`config.mk`:
```
export PLATFORM = sky130hd
export DESIGN_NAME = eth_rx_decap
export DESIGN_NICKNAME = d
export VERILOG_FILES = /design/src/rtl/eth_rx_pkg.sv /design/src/rtl/eth_rx_hdr_match.sv /design/src/rtl/eth_rx_decap.sv
export SDC_FILE = /design/constraint.sdc
export NUM_CORES = 1
export LEC_CHECK = 0
export ABC_AREA = 1
export CAP_MARGIN = 15
export CELL_PAD_IN_SITES_DETAIL_PLACEMENT = 0
export CELL_PAD_IN_SITES_GLOBAL_PLACEMENT = 2
export CORE_MARGIN = 3
export CORE_UTILIZATION = 28
export DETAILED_ROUTE_END_ITERATION = 6
export PLACE_DENSITY = 0.81
export RECOVER_POWER = 25
export SLEW_MARGIN = 5
export SYNTH_ARGS = -nofsm -noshare
export SYNTH_HDL_FRONTEND = slang
export SYNTH_SLANG_ARGS = --single-unit
```
`constraint.sdc`:
```
create_clock -name clk156 -period 2 [get_ports clk156]
set_input_delay 0.4 -clock clk156 [delete_from_list [all_inputs] [get_ports clk156]]
set_output_delay 0.4 -clock clk156 [all_outputs]
set_load 0.01 [all_outputs]
```
`src/rtl/eth_rx_pkg.sv`:
```
`default_nettype none
// ============================================================================
// Module      : eth_rx_pkg
// Description : Shared types, constants and helpers for the Ethernet receive
//               decapsulator (FIFO word format, FSM encoding, keep helpers).
// Revision    : 1.0 - initial release
// ============================================================================
package eth_rx_pkg;

    // 74-bit FIFO word: [73] user, [72] last, [71:64] keep, [63:0] data.
    // Same layout as the transmit-direction FIFO so both paths share tooling.
    typedef struct packed {
        logic        user;
        logic        last;
        logic [7:0]  keep;
        logic [63:0] data;
    } fifo_word_t;

    typedef enum logic [2:0] {
        IDLE    = 3'd0,
        HDR1    = 3'd1,
        PAYLOAD = 3'd2,
        FLUSH   = 3'd3,
        DISCARD = 3'd4
    } state_t;

    localparam logic [47:0] BCAST_MAC = 48'hFFFF_FFFF_FFFF;
    localparam int          HDR_BYTES = 14;

    // Contiguous byte-enable mask with the n lowest bytes set (n = 0..8).
    function automatic logic [7:0] keep_lsb(input logic [3:0] n);
        logic [7:0] k;
        for (int i = 0; i < 8; i++) begin
            k[i] = (4'(i) < n);
        end
        return k;
    endfunction

    // Number of valid bytes in a word; tkeep is contiguous so this is the
    // byte count of the word.
    function automatic logic [3:0] popcount8(input logic [7:0] k);
        logic [3:0] c;
        c = 4'd0;
        for (int i = 0; i < 8; i++) begin
            c = c + {3'b000, k[i]};
        end
        return c;
    endfunction

endpackage
`default_nettype wire

```
`src/rtl/eth_rx_hdr_match.sv`:
```
`default_nettype none
// ============================================================================
// Module      : eth_rx_hdr_match
// Description : Ethernet header filter. Compares the destination MAC on the
//               first word (registered into dst_ok) and the EtherType on the
//               second word (combinational).
// Ports       : clk156, sys_rst_n  - clock / async active-low reset
//               dst_load           - first word of a frame is on hdr_bytes
//               hdr_bytes[47:0]    - bytes 0..5 of the current rx word
//               dst_ok             - registered destination-accept flag
//               etype_match        - EtherType of current word matches
// Revision    : 1.0 - initial release
// ============================================================================
module eth_rx_hdr_match
    import eth_rx_pkg::*;
#(
    parameter logic [47:0] MY_MAC       = 48'h00_11_22_33_44_55,
    parameter logic [15:0] ETHERTYPE    = 16'h88B5,
    parameter bit          ACCEPT_BCAST = 1'b1
) (
    input  logic        clk156,
    input  logic        sys_rst_n,
    input  logic        dst_load,
    input  logic [47:0] hdr_bytes,
    output logic        dst_ok,
    output logic        etype_match
);

    logic [47:0] w_dst;
    logic [15:0] w_etype;
    logic        w_dst_match;
    logic        r_dst_ok;

    // Wire byte 0 lands in tdata[7:0]; the MAC constant is written in
    // network order, so byte 0 is its most significant byte.
    assign w_dst = {hdr_bytes[7:0],   hdr_bytes[15:8],  hdr_bytes[23:16],
                    hdr_bytes[31:24], hdr_bytes[39:32], hdr_bytes[47:40]};

    // EtherType sits in bytes 4 (high) and 5 (low) of the second word.
    assign w_etype = {hdr_bytes[39:32], hdr_bytes[47:40]};

    assign w_dst_match = (w_dst == MY_MAC) ||
                         (ACCEPT_BCAST && (w_dst == BCAST_MAC));

    always_ff @(posedge clk156 or negedge sys_rst_n) begin
        if (!sys_rst_n) begin
            r_dst_ok <= 1'b0;
        end else if (dst_load) begin
            r_dst_ok <= w_dst_match;
        end
    end

    assign dst_ok      = r_dst_ok;
    assign etype_match = (w_etype == ETHERTYPE);

endmodule
`default_nettype wire

```
`src/rtl/eth_rx_decap.sv`:
```
`default_nettype none
// ============================================================================
// Module      : eth_rx_decap
// Description : 10G MAC receive decapsulator. Filters frames on destination
//               MAC and EtherType, strips the 14-byte header, realigns the
//               payload to byte 0 and writes 74-bit words into the
//               eth-to-PCIe async FIFO.
// Ports       : clk156, sys_rst_n     - clock / async active-low reset
//               s_axis_rx_*           - MAC rx stream (no back-pressure)
//               full, almost_full     - FIFO status
//               wr_en, din[73:0]      - FIFO write port
//               rx_ok_cnt             - frames forwarded
//               rx_drop_cnt           - frames filtered or refused
//               rx_ovf_cnt            - words lost to FIFO full
// Revision    : 1.0 - initial release
// ============================================================================
module eth_rx_decap
    import eth_rx_pkg::*;
#(
    parameter logic [47:0] MY_MAC       = 48'h00_11_22_33_44_55,
    parameter logic [15:0] ETHERTYPE    = 16'h88B5,
    parameter bit          ACCEPT_BCAST = 1'b1
) (
    input  logic        clk156,
    input  logic        sys_rst_n,
    input  logic        s_axis_rx_tvalid,
    input  logic [63:0] s_axis_rx_tdata,
    input  logic [7:0]  s_axis_rx_tkeep,
    input  logic        s_axis_rx_tlast,
    input  logic        s_axis_rx_tuser,
    input  logic        full,
    input  logic        almost_full,
    output logic        wr_en,
    output logic [73:0] din,
    output logic [31:0] rx_ok_cnt,
    output logic [31:0] rx_drop_cnt,
    output logic [31:0] rx_ovf_cnt
);

    state_t      r_state;
    logic [15:0] r_prev_hi;     // bytes 6..7 of the previous input word
    logic [3:0]  r_last_n;      // byte count of the last word, for FLUSH
    logic        r_last_user;   // FCS status held across FLUSH
    logic        r_ovf;         // a word of this frame was lost to full
    logic        r_wr_pend;     // din holds a word to be written this cycle
    fifo_word_t  r_din;
    logic [31:0] r_ok_cnt;
    logic [31:0] r_drop_cnt;
    logic [31:0] r_ovf_cnt;

    logic        w_dst_load;
    logic        w_dst_ok;
    logic        w_etype_match;
    logic        w_accept;
    logic        w_blocked;
    logic        w_ovf_now;
    logic [3:0]  w_n;
    logic [63:0] w_realign;
    logic        w_req;
    logic        w_final;
    fifo_word_t  w_word;

    eth_rx_hdr_match #(
        .MY_MAC       (MY_MAC),
        .ETHERTYPE    (ETHERTYPE),
        .ACCEPT_BCAST (ACCEPT_BCAST)
    ) u_hdr_match (
        .clk156      (clk156),
        .sys_rst_n   (sys_rst_n),
        .dst_load    (w_dst_load),
        .hdr_bytes   (s_axis_rx_tdata[47:0]),
        .dst_ok      (w_dst_ok),
        .etype_match (w_etype_match)
    );

    assign w_dst_load = (r_state == IDLE) && s_axis_rx_tvalid;
    assign w_accept   = w_dst_ok && w_etype_match && !almost_full;
    assign w_n        = popcount8(s_axis_rx_tkeep);

    // Output word k = {in(k+2)[47:0], in(k+1)[63:48]}.
    assign w_realign = {s_axis_rx_tdata[47:0], r_prev_hi};

    // The write decided last cycle is gated by full in the cycle it would
    // reach the FIFO, so wr_en can never coincide with full.
    assign w_blocked = r_wr_pend && full;

    // Include a word being blocked right now so the final word of the frame
    // is marked bad even when the loss happens on the preceding word.
    assign w_ovf_now = r_ovf || w_blocked;

    // Datapath decode: which word (if any) the current cycle produces.
    always_comb begin
        w_req   = 1'b0;
        w_final = 1'b0;
        w_word  = '0;
        case (r_state)
            HDR1: begin
                // Short frame whose only payload is in bytes 6..7 of word 1.
                if (s_axis_rx_tvalid && s_axis_rx_tlast && w_accept &&
                    (w_n > 4'd6)) begin
                    w_req       = 1'b1;
                    w_final     = 1'b1;
                    w_word.data = {48'b0, s_axis_rx_tdata[63:48]};
                    w_word.keep = keep_lsb(w_n - 4'd6);
                    w_word.last = 1'b1;
                    w_word.user = s_axis_rx_tuser && !w_ovf_now;
                end
            end
            PAYLOAD: begin
                if (s_axis_rx_tvalid) begin
                    w_req       = 1'b1;
                    w_word.data = w_realign;
                    if (s_axis_rx_tlast && (w_n <= 4'd6)) begin
                        // Tail fits together with the carried two bytes.
                        w_final     = 1'b1;
                        w_word.keep = keep_lsb(w_n + 4'd2);
                        w_word.last = 1'b1;
                        w_word.user = s_axis_rx_tuser && !w_ovf_now;
                    end else begin
                        w_word.keep = 8'hFF;
                    end
                end
            end
            FLUSH: begin
                // Emit the 1..2 bytes left over from the last input word.
                w_req       = 1'b1;
                w_final     = 1'b1;
                w_word.data = {48'b0, r_prev_hi};
                w_word.keep = keep_lsb(r_last_n - 4'd6);
                w_word.last = 1'b1;
                w_word.user = r_last_user && !w_ovf_now;
            end
            default: ;
        endcase
    end

    always_ff @(posedge clk156 or negedge sys_rst_n) begin
        if (!sys_rst_n) begin
            r_state     <= IDLE;
            r_prev_hi   <= 16'h0000;
            r_last_n    <= 4'd0;
            r_last_user <= 1'b0;
            r_ovf       <= 1'b0;
            r_wr_pend   <= 1'b0;
            r_din       <= '0;
            r_ok_cnt    <= 32'd0;
            r_drop_cnt  <= 32'd0;
            r_ovf_cnt   <= 32'd0;
        end else begin
            if (w_blocked) begin
                r_ovf     <= 1'b1;
                r_ovf_cnt <= r_ovf_cnt + 32'd1;
            end

            r_wr_pend <= w_req;
            if (w_req) begin
                r_din <= w_word;
            end

            // A frame counts as forwarded even if words were lost to full.
            if (w_final) begin
                r_ok_cnt <= r_ok_cnt + 32'd1;
            end

            if (s_axis_rx_tvalid) begin
                r_prev_hi <= s_axis_rx_tdata[63:48];
            end

            case (r_state)
                IDLE: begin
                    if (s_axis_rx_tvalid) begin
                        // New frame: forget any loss from the previous one.
                        r_ovf <= 1'b0;
                        if (s_axis_rx_tlast) begin
                            r_drop_cnt <= r_drop_cnt + 32'd1;
                        end else begin
                            r_state <= HDR1;
                        end
                    end
                end
                HDR1: begin
                    if (s_axis_rx_tvalid) begin
                        if (!w_accept) begin
                            r_drop_cnt <= r_drop_cnt + 32'd1;
                            r_state    <= s_axis_rx_tlast ? IDLE : DISCARD;
                        end else if (s_axis_rx_tlast) begin
                            if (w_n <= 4'd6) begin
                                r_drop_cnt <= r_drop_cnt + 32'd1;
                            end
                            r_state <= IDLE;
                        end else begin
                            r_state <= PAYLOAD;
                        end
                    end
                end
                PAYLOAD: begin
                    if (s_axis_rx_tvalid && s_axis_rx_tlast) begin
                        if (w_n <= 4'd6) begin
                            r_state <= IDLE;
                        end else begin
                            r_last_n    <= w_n;
                            r_last_user <= s_axis_rx_tuser;
                            r_state     <= FLUSH;
                        end
                    end
                end
                FLUSH: begin
                    r_state <= IDLE;
                end
                DISCARD: begin
                    if (s_axis_rx_tvalid && s_axis_rx_tlast) begin
                        r_state <= IDLE;
                    end
                end
                default: begin
                    r_state <= IDLE;
                end
            endcase
        end
    end

    assign wr_en       = r_wr_pend && !full;
    assign din         = r_din;
    assign rx_ok_cnt   = r_ok_cnt;
    assign rx_drop_cnt = r_drop_cnt;
    assign rx_ovf_cnt  = r_ovf_cnt;

endmodule
`default_nettype wire

```
==> flow_summary.ini, run 1 <==
[grt]
top_usage_layer = met2
grt_start_max_net_pins = 53
grt.met2_usage_pct = 30.2
grt-ovfl-total = 0
grtUsageTotal_pct = 18.7
grt_pass1_wl_um = 61800
grt_use_met3_pct = 4.80
antenna_found_initial = 0
grt_pass1_vias = 11100
met1_usage_pct = 25.0

[sta]
hold_viol = 0
clock_skew_ns = 0.0146
rsz0062_at_grt = yes
slew_headroom_pct = 24.9
finalCritPeriodShare_pct = 176
worst_pin_slew_ns = 1.13
min_period_ns = 3.53
fin_ws_ns = -1.53
finalMaxSlewViolations = 0
fmax_ghz = 0.283
setup_viol = 146

[synth]
ys_ff_latch = 197
synth_warnings = 0
synth_cell_types = 33
syn_area_um2 = 11100
seq_area_frac_synth_pct = 44.6
synth_cells = 1489
syn_avg_cell_area_um2 = 7.43
syn-num-nets = 1580

[cts]
htreeDepth = 4
cts_buffers = 17
root_buffer = clkbuf_16
cts_sinks = 197
clockBufferDepth = 2
cts_tree = built
path_clk_slew_ns = 0.07
clock_latency_ns = 0.45

[pwr]
peakVddDrop_v = 0.000637
p_leak_nw = 8.03
power_w = 0.0141
power.density_nw_per_um2 = 824

[floorplan]
dieArea_um2 = 41900
rows = 72
dieWidth_um = 205
start_util_pct = 28.5
core_area_um2 = 38800
pin_count = 250
die_y_um = 205

[layout]
final_common_cell = nand2_1
final_area_um2 = 17200
syn2layout_area_growth_pct = 55.3
diodes = 0
final_nets = 1945
drive_above_1_share_pct = 21.9
final_cell_mix = 385 x nand2_1, 244 x clkdlybuf4s50_1, 182 x dfrtp_1

[route]
drt-total-wl_um = 39900
viasPerCell = 4.71
drc_errors = 0
num_vias = 11200
wl_per_cell_um = 16.7
drt_iter0_drc = 551
antenna_left = 0
dr.pass1.iters = 5

[setup_path]
cp.arrival_ns = 3.86
required_ns = 2.33
crit_type = input pin to flip-flop
start_kind = input pin
path_max_fanout = 7
reg2reg_slack_ns = 0.09
endpoint_kind = flip-flop

[job]
maxCapViolations = 0

[outcome]
status = finished, violations left
violations = setup timing

[placed_design]
detailed_place_hpwl_um = 28300
gp_congestion = 0.858
numPortBuffers = 249
place_area_um2 = 15100

[worst_hold_path]
min_path_type = flip-flop to flip-flop
## through the flow
| stage | util, % | hold WS (ns) | worst slack [ns] | TNS [ns] | cells |
|---|---|---|---|---|---|
| after global routing | 44.2 | 0.508 | -1.65 | -230.44 | 2384 |
| after detailed placement | 38.8 | 0.374 | -2.38 | -336.23 | 2321 |
| after floorplan | - | 0.104 | -1.78 | -249.58 | 1489 |
| final | 44.2 | 0.467 | -1.53 | -210.46 | 2384 |
| after CTS | 42.6 | 0.433 | -1.53 | -213.58 | 2378 |
| after global placement | 38.8 | 0.368 | -2.37 | -334.76 | 2321 |
## cell type report
cell class | count | area, µm²
flip-flops and latches | 197 | 4950
clock inverters | 10 | 98.8
fillers | 3933 | 21600
multi-input cells | 1082 | 6220
clock buffers | 21 | 460
repair buffers | 394 | 4190
well taps | 518 | 648
inverters | 162 | 613
## per-layer routing
metal	wire length [µm]	part of all wire, %	up-vias
met5	0	0	-
met3	2360	5.9	32
met1	18100	45	5426
met2	18900	47	248
met4	586	1.5	0
li1	-	-	5530
## kinds of logic after synthesis
kind of cell	after synthesis	synth area share, %
AND/OR/NAND/NOR	899	35.4
buffers and inverters	210	7.79
flip-flops	197	44.6
AO/OA/AOI/OAI	98	4.82
XOR/XNOR	73	5.78
adder cells (fa/ha/maj)	12	1.63
## power breakdown
group	internal [W]	switching (W)	total [W]
registers	0.00473	0.000652	0.00538
logic	0.00278	0.00256	0.00534
clock network	0.00179	0.00164	0.00343
total	0.00930	0.00484	0.0141
## what timing repair did
action | in CTS | in global routing
buffers inserted | 11 | 2
setup endpoints to repair | 151 | 151
hold endpoints to repair | 35 | 0
gates resized for setup | 176 | 165
hold buffers | 1 | 0
cloned | 14 | 6
pin swaps | 18 | 36
## critical path, cell delays in order
cell,delay [ns]
buf_6,0.09
fa_1,0.53
inv_1,0.05
fa_1,0.45
fa_1,0.51
inv_2,0.05
ha_4,0.15
fa_2,0.57
ha_4,0.16
nand2_4,0.05
nand3_4,0.07
nand2_4,0.08
nand3_4,0.14
nand3_4,0.14
buf_12,0.18
buf_16,0.14
nand2_2,0.05
o21ai_1,0.05
## registers in the layout (all words and copies together), names as in the netlist
signal	flops
r_ovf	1
u_hdr_match.dst_ok	1
r_wr_pend	1
rx_ok_cnt	32
r_prev_hi	16
din	74
r_last_n	4
r_last_user	1
r_state	3
rx_drop_cnt	32
rx_ovf_cnt	32
## synth_stat cells
| cell | instances | area (µm²) |
|---|---|---|
| dfrtp_1 | 197 | 4930 |
| or2_2 | 1 | 6.26 |
| ha_1 | 8 | 100 |
| nand3_1 | 157 | 786 |
| buf_6 | 6 | 67.6 |
| nor3_1 | 56 | 280 |
| nor4_1 | 2 | 12.5 |
| buf_2 | 19 | 95.1 |
| nor3_4 | 1 | 16.3 |
| a21oi_1 | 6 | 30.0 |
| inv_2 | 3 | 11.3 |
| clkbuf_2 | 1 | 5.00 |
| nand2_1 | 476 | 1790 |
| nand4_1 | 50 | 313 |
| nor2_1 | 126 | 473 |
| clkbuf_1 | 20 | 75.1 |
| xor2_1 | 56 | 490 |
| buf_1 | 1 | 3.75 |
| nand3_4 | 1 | 17.5 |
| nand2_4 | 1 | 11.3 |
| nor3b_1 | 1 | 7.51 |
| nor2_4 | 2 | 22.5 |
| fa_1 | 4 | 80.1 |
| buf_4 | 1 | 7.51 |
| nand3b_1 | 16 | 120 |
| o21ai_1 | 1 | 5.00 |
| xnor2_1 | 17 | 149 |
| nand3_2 | 2 | 20.0 |
| nor2_2 | 4 | 25.0 |
| o211ai_1 | 17 | 128 |
| nand2_2 | 3 | 18.8 |
| inv_1 | 159 | 597 |
| o21ai_0 | 74 | 370 |
## path summary, 6_finish.rpt
check                      cells after the start                    endpoint                           start
min reg2reg                                    1  rx_ovf_cnt[31]$_DFFE_PN0P_      rx_ovf_cnt[31]$_DFFE_PN0P_
min in group asynchronous                      2         din[16]$_DFFE_PN0P_                       sys_rst_n
max reg2reg                                    9         din[15]$_DFFE_PN0P_  u_hdr_match.dst_ok$_DFFE_PN0P_
max                                           18    rx_ok_cnt[9]$_DFFE_PN0P_              s_axis_rx_tkeep[0]
max in group asynchronous                      3   r_prev_hi[15]$_DFFE_PN0P_                       sys_rst_n
min                                            1  rx_ovf_cnt[31]$_DFFE_PN0P_      rx_ovf_cnt[31]$_DFFE_PN0P_
Power figures use the tool's default switching activity.
==> run 2: changes to the inputs <==
- CORE_ASPECT_RATIO: not set -> 1.25
==> run 2 against run 1 <==
Net effect: the flow still finishes with violations (setup timing); global-route usage increased by 0.14 points; design area grew 0.78%; non-clock buffer count rose by 15; combinational power is 3% higher; largest cell class unchanged; critical endpoint is now rx_drop_cnt[4]$_DFFE_PN0P_; count of clock-buffer cells in the layout is 4 lower; utilization is 0.68 points higher; die area about the same; sequential share of layout area down 0.26 points; fmax shrank 1.5%; via count increased by 0.27%.
==> flow_summary.ini, run 2 (same netlist as run 1, synthesis figures left out) <==
[setup_path]
cp_slowest_stage_delay_ns = 0.54
required_ns = 2.39
path_max_fanout = 8
cp_top_family = adder cells
crit_type = input pin to flip-flop
crit_chain = buf_6, fa_1, inv_2, fa_1, fa_1, inv_2, ha_4, fa_2, nand2_2, nand2_4, ha_4, nand2_4, nand3_4, nand2_4, inv_4, o21ai_4, nand2_8, nand2_8, clkbuf_16, nand2_1, nand2_1
crit_buf_inv = 5
crit_slowest_cell = fa_1
start_kind = input pin
endpoint_kind = flip-flop
cp.arrival_ns = 3.98

[sta]
final.setup.tns_ns = -220.19
clock_skew_ns = 0.0153
min_period_ns = 3.58
rsz0062_at_grt = yes
whs_ns = 0.485
hold_viol = 0
finalCritPeriodShare_pct = 179
worst_pin_slew_ns = 1.49
setup_viol = 146
finalMaxSlewViolations = 0
fmax_ghz = 0.279
fin_ws_ns = -1.58
slew_headroom_pct = 0.711

[layout]
syn2layout_area_growth_pct = 56.5
final_common_cell = nand2_1
drive_above_1_share_pct = 21.6
final_cell_mix = 401 x nand2_1, 243 x clkdlybuf4s50_1, 187 x dfrtp_1
final_nets = 1961
final_area_um2 = 17300
largest_reg_flops = 74
fill_cells = 3913

[placed_design]
place_ws_ns = -2.40
gp_congestion = 0.905
numPortBuffers = 249
place_area_um2 = 15100
detailed_place_hpwl_um = 28700

[cts]
cts_tree = built
clock_latency_ns = 0.46
cts_buffers = 17
root_buffer = clkbuf_16
clockBufferDepth = 2
cts_sinks = 197
path_clk_slew_ns = 0.08
htreeDepth = 4

[floorplan]
rows = 80
die_y_um = 228
dieArea_um2 = 41900
pin_count = 250
dieWidth_um = 184
start_util_pct = 28.7
core_area_um2 = 38500

[grt]
grt-ovfl-total = 0
grt_pass1_wl_um = 63300
grt_start_max_net_pins = 67
grtUsageTotal_pct = 18.8
antenna_found_initial = 2
grt_pass1_vias = 11600

[route]
drc_errors = 0
routedLengthMet1_um = 17100
wl_per_cell_um = 16.6
antenna_left = 0
wl_met2_um = 19700
routed.top_layer = met5
drt_iter0_drc = 519
wl_met3_um = 1880
num_vias = 11300
drt-total-wl_um = 39500
viasPerCell = 4.74
dr.pass1.iters = 5

[outcome]
status = finished, violations left
violations = setup timing

[job]
maxCapViolations = 0

[pwr]
power_w = 0.0146
peakVddDrop_v = 0.000662
power.density_nw_per_um2 = 842
p_leak_nw = 8.18

[worst_hold_path]
min_path_type = flip-flop to flip-flop
## run 2: routing by layer
metal | track usage, % | vias to the layer above
met5 | 0 | -
met4 | 5.18 | 2
met3 | 4.02 | 42
met2 | 32.4 | 254
met1 | 23.9 | 5397
li1 | - | 5571
## run 2: final cells by class
type | instances | area, µm² | area share [%]
Inverter | 162 | 613 | 3.54
Timing Repair Buffer | 409 | 4360 | 25.2
Clock inverter | 15 | 190 | 1.10
Tap cell | 492 | 616 | 3.56
Sequential cell | 197 | 4940 | 28.5
Antenna cell | 1 | 2.50 | 0.0145
Clock buffer | 17 | 425 | 2.46
Multi-Input combinational cell | 1083 | 6160 | 35.6
## run 2: repair_timing
action,CTS,global route
gates resized for setup,189,137
pin swaps,54,63
endpoints found under the hold margin,46,0
gates cloned,17,3
setup buffers,20,4
hold buffers,1,0
endpoints found under the setup margin,146,154
## run 2: path summary, 6_finish.rpt
kind | startpoint | end | slack (ns) | depth (start not counted)
setup / recovery | s_axis_rx_tkeep[1] | rx_drop_cnt[4]$_DFFE_PN0P_ | -1.58 | 21
hold / removal | rx_ovf_cnt[31]$_DFFE_PN0P_ | rx_ovf_cnt[31]$_DFFE_PN0P_ | 0.49 | 1
setup reg to reg | r_wr_pend$_DFF_PN0_ | din[73]$_DFFE_PN0P_ | -0.14 | 8
hold reg to reg | rx_ovf_cnt[31]$_DFFE_PN0P_ | rx_ovf_cnt[31]$_DFFE_PN0P_ | 0.49 | 1
max in group asynchronous | sys_rst_n | rx_ovf_cnt[24]$_DFFE_PN0P_ | 0.13 | 3
min in group asynchronous | sys_rst_n | din[35]$_DFFE_PN0P_ | 0.80 | 2
## run 2: power by group
group	switching [W]	internal, W
clock	0.00182	0.00191
sequential	0.000627	0.00472
combinational	0.00260	0.00290
## run 2: stage by stage
stage	util, %	std cells
2_1_floorplan	-	1489
3_3_place_gp	39.3	2306
3_5_place_dp	39.3	2306
4_1_cts	43.8	2371
5_1_grt	44.9	2375
6_report	44.9	2376
==> run 3: changes to the inputs <==
- CAP_MARGIN: 15 -> 10
- GPL_TIMING_DRIVEN: not set -> 0
- SLEW_MARGIN: 5 -> 25
==> run 3 against run 2 <==
Net effect: the flow still finishes with violations (setup timing); sequential cell count is the same; worst setup slack lost 0.057 ns; die area is the same; sequential power is essentially flat; clock skew shrank 0.0023 ns; total power shrank 2.4%; count of clock-buffer cells in the layout grew 6; largest cell class unchanged.
==> flow_summary.ini, run 3 (same netlist as run 1, synthesis figures left out) <==
[grt]
antenna_found_initial = 0
grt-ovfl-total = 0
grt_pass1_wl_um = 63200
grtUsageTotal_pct = 19.0
grt_pass1_vias = 11300
grt_start_max_net_pins = 87

[sta]
fmax_ghz = 0.275
worst_pin_slew_ns = 0.919
fin_ws_ns = -1.64
final.setup.tns_ns = -241.33
setup_viol = 232
slew_headroom_pct = 38.7
min_period_ns = 3.64
hold_viol = 0
clock_skew_ns = 0.0130
rsz0062_at_grt = yes
finalMaxSlewViolations = 0
finalCritPeriodShare_pct = 182

[cts]
clockBufferDepth = 2
root_buffer = clkbuf_16
cts_buffers = 17
path_clk_slew_ns = 0.07
htreeDepth = 4
cts_sinks = 197
clock_latency_ns = 0.45
cts_tree = built

[outcome]
status = finished, violations left
violations = setup timing

[layout]
syn2layout_area_growth_pct = 46.7
largest_reg_flops = 74
final_common_cell = nand2_1
drive_above_1_share_pct = 15.5
final_cell_mix = 411 x nand2_1, 244 x clkdlybuf4s50_1, 188 x dfrtp_1
diodes = 0
final_nets = 1899
fill_cells = 3985

[pwr]
pwr-share-comb_pct = 37.4
switchingPower_w = 0.00473
p_seq_share_pct = 37.7
p_leak_nw = 7.47
peakVddDrop_v = 0.000624
power.density_nw_per_um2 = 876
power_w = 0.0142
internal_power_w = 0.00949
clockPowerShare_pct = 24.9
switching_share_pct = 33.2

[route]
drc_errors = 0
antenna_left = 0
viasPerCell = 4.74
num_vias = 11000
wl_per_cell_um = 17.3
dr.pass1.iters = 5
drt-total-wl_um = 40000
drt_iter0_drc = 576

[floorplan]
dieArea_um2 = 41900
die_y_um = 228
pin_count = 250
rows = 80
start_util_pct = 28.7
core_area_um2 = 38500
dieWidth_um = 184

[setup_path]
cp.arrival_ns = 3.97
crit_type = input pin to flip-flop
endpoint_kind = flip-flop
start_kind = input pin
required_ns = 2.33
path_max_fanout = 5

[placed_design]
numPortBuffers = 248
detailed_place_hpwl_um = 29600
gp_congestion = 0.879

[job]
maxCapViolations = 0

[worst_hold_path]
min_path_type = input pin to flip-flop
-- run 3: cell types whose count changed in the layout (fill, tap and decap cells not counted), moves of 4 or more --
| cell | change |
|---|---|
| nand2_1 | +10 |
| o21ai_2 | -4 |
| clkbuf_1 | +17 |
| buf_4 | -78 |
| buf_12 | -15 |
| nand3_1 | +28 |
| nand3_2 | -25 |
| o21ai_0 | +6 |
| buf_2 | +10 |
| nand2_4 | -10 |
| buf_8 | +11 |
| inv_6 | -4 |
| buf_16 | -8 |
-- run 3: critical path, cell delays in order --
cell and delay (ns):
buf_6 0.09, fa_1 0.54, inv_2 0.04, fa_1 0.44, fa_1 0.50, inv_2 0.04
ha_4 0.15, fa_2 0.59, ha_4 0.16, nand2_4 0.05, nand3_4 0.09, nand2_4 0.08
buf_6 0.15, nand3_4 0.10, nand3_4 0.11, buf_6 0.17, clkbuf_16 0.15, nand2_2 0.04
o21ai_1 0.06
-- run 3: final cells by class --
| cell class | instances | area, µm² | area share, % |
|---|---|---|---|
| plain buffers | 47 | 413 | 2.54 |
| clock inverters | 8 | 98.8 | 0.609 |
| flip-flops and latches | 197 | 4940 | 30.4 |
| inverters | 162 | 613 | 3.78 |
| well taps | 492 | 616 | 3.79 |
| multi-input cells | 1084 | 5900 | 36.3 |
| clock buffers | 23 | 478 | 2.95 |
| repair buffers | 299 | 3170 | 19.6 |
-- run 3: power by group through the flow --
stage	clock, W	sequential, W	combinational [W]
2_1_floorplan	0	0.00557	0.00161
3_3_place_gp	0	0.00536	0.00421
3_5_place_dp	0	0.00536	0.00422
4_1_cts	0.00366	0.00534	0.00520
5_1_grt	0.00380	0.00546	0.00577
6_report	0.00355	0.00536	0.00532
-- run 3: path summary, 6_finish.rpt --
check,from,slack (ns),endpoint,depth (start not counted)
setup / recovery,s_axis_rx_tkeep[0],-1.64,rx_ok_cnt[12]$_DFFE_PN0P_,19
hold / removal,s_axis_rx_tvalid,0.34,r_prev_hi[15]$_DFFE_PN0P_,3
setup reg to reg,r_state[2]$_DFFE_PN0P_,-0.23,din[5]$_DFFE_PN0P_,7
hold reg to reg,rx_ovf_cnt[31]$_DFFE_PN0P_,0.47,rx_ovf_cnt[31]$_DFFE_PN0P_,1
max in group asynchronous,sys_rst_n,-0.20,rx_ovf_cnt[24]$_DFFE_PN0P_,4
min in group asynchronous,sys_rst_n,0.60,din[34]$_DFFE_PN0P_,2
-- run 3: per-stage QoR --
stage               util (%)  setup slack [ns]  instance area (µm²)  instances  hold WS [ns]
floorplan                  -             -1.78                11200       1489         0.104
global placement        37.0             -8.55                14300       2229         0.461
detailed placement      37.2             -2.62                14300       2231         0.287
CTS                     41.4             -1.63                15900       2307         0.243
global route            42.1             -1.74                16200       2312         0.359
finish                  42.1             -1.64                16200       2312         0.340
-- run 3: what timing repair did --
action,CTS,global route
pin swaps,34,23
resized for setup,185,92
setup buffers,33,6
hold buffers,1,0
setup endpoints to repair,151,160
cloned,13,3
endpoints found under the hold margin,33,0
-- run 3: metal layers --
layer	global-route usage [%]	vias up	share of wire [%]
met1	24.0	5239	44
met2	32.9	256	50
met4	5.08	0	2.0
li1	-	5424	-
met3	3.95	45	4.7
met5	0	-	0
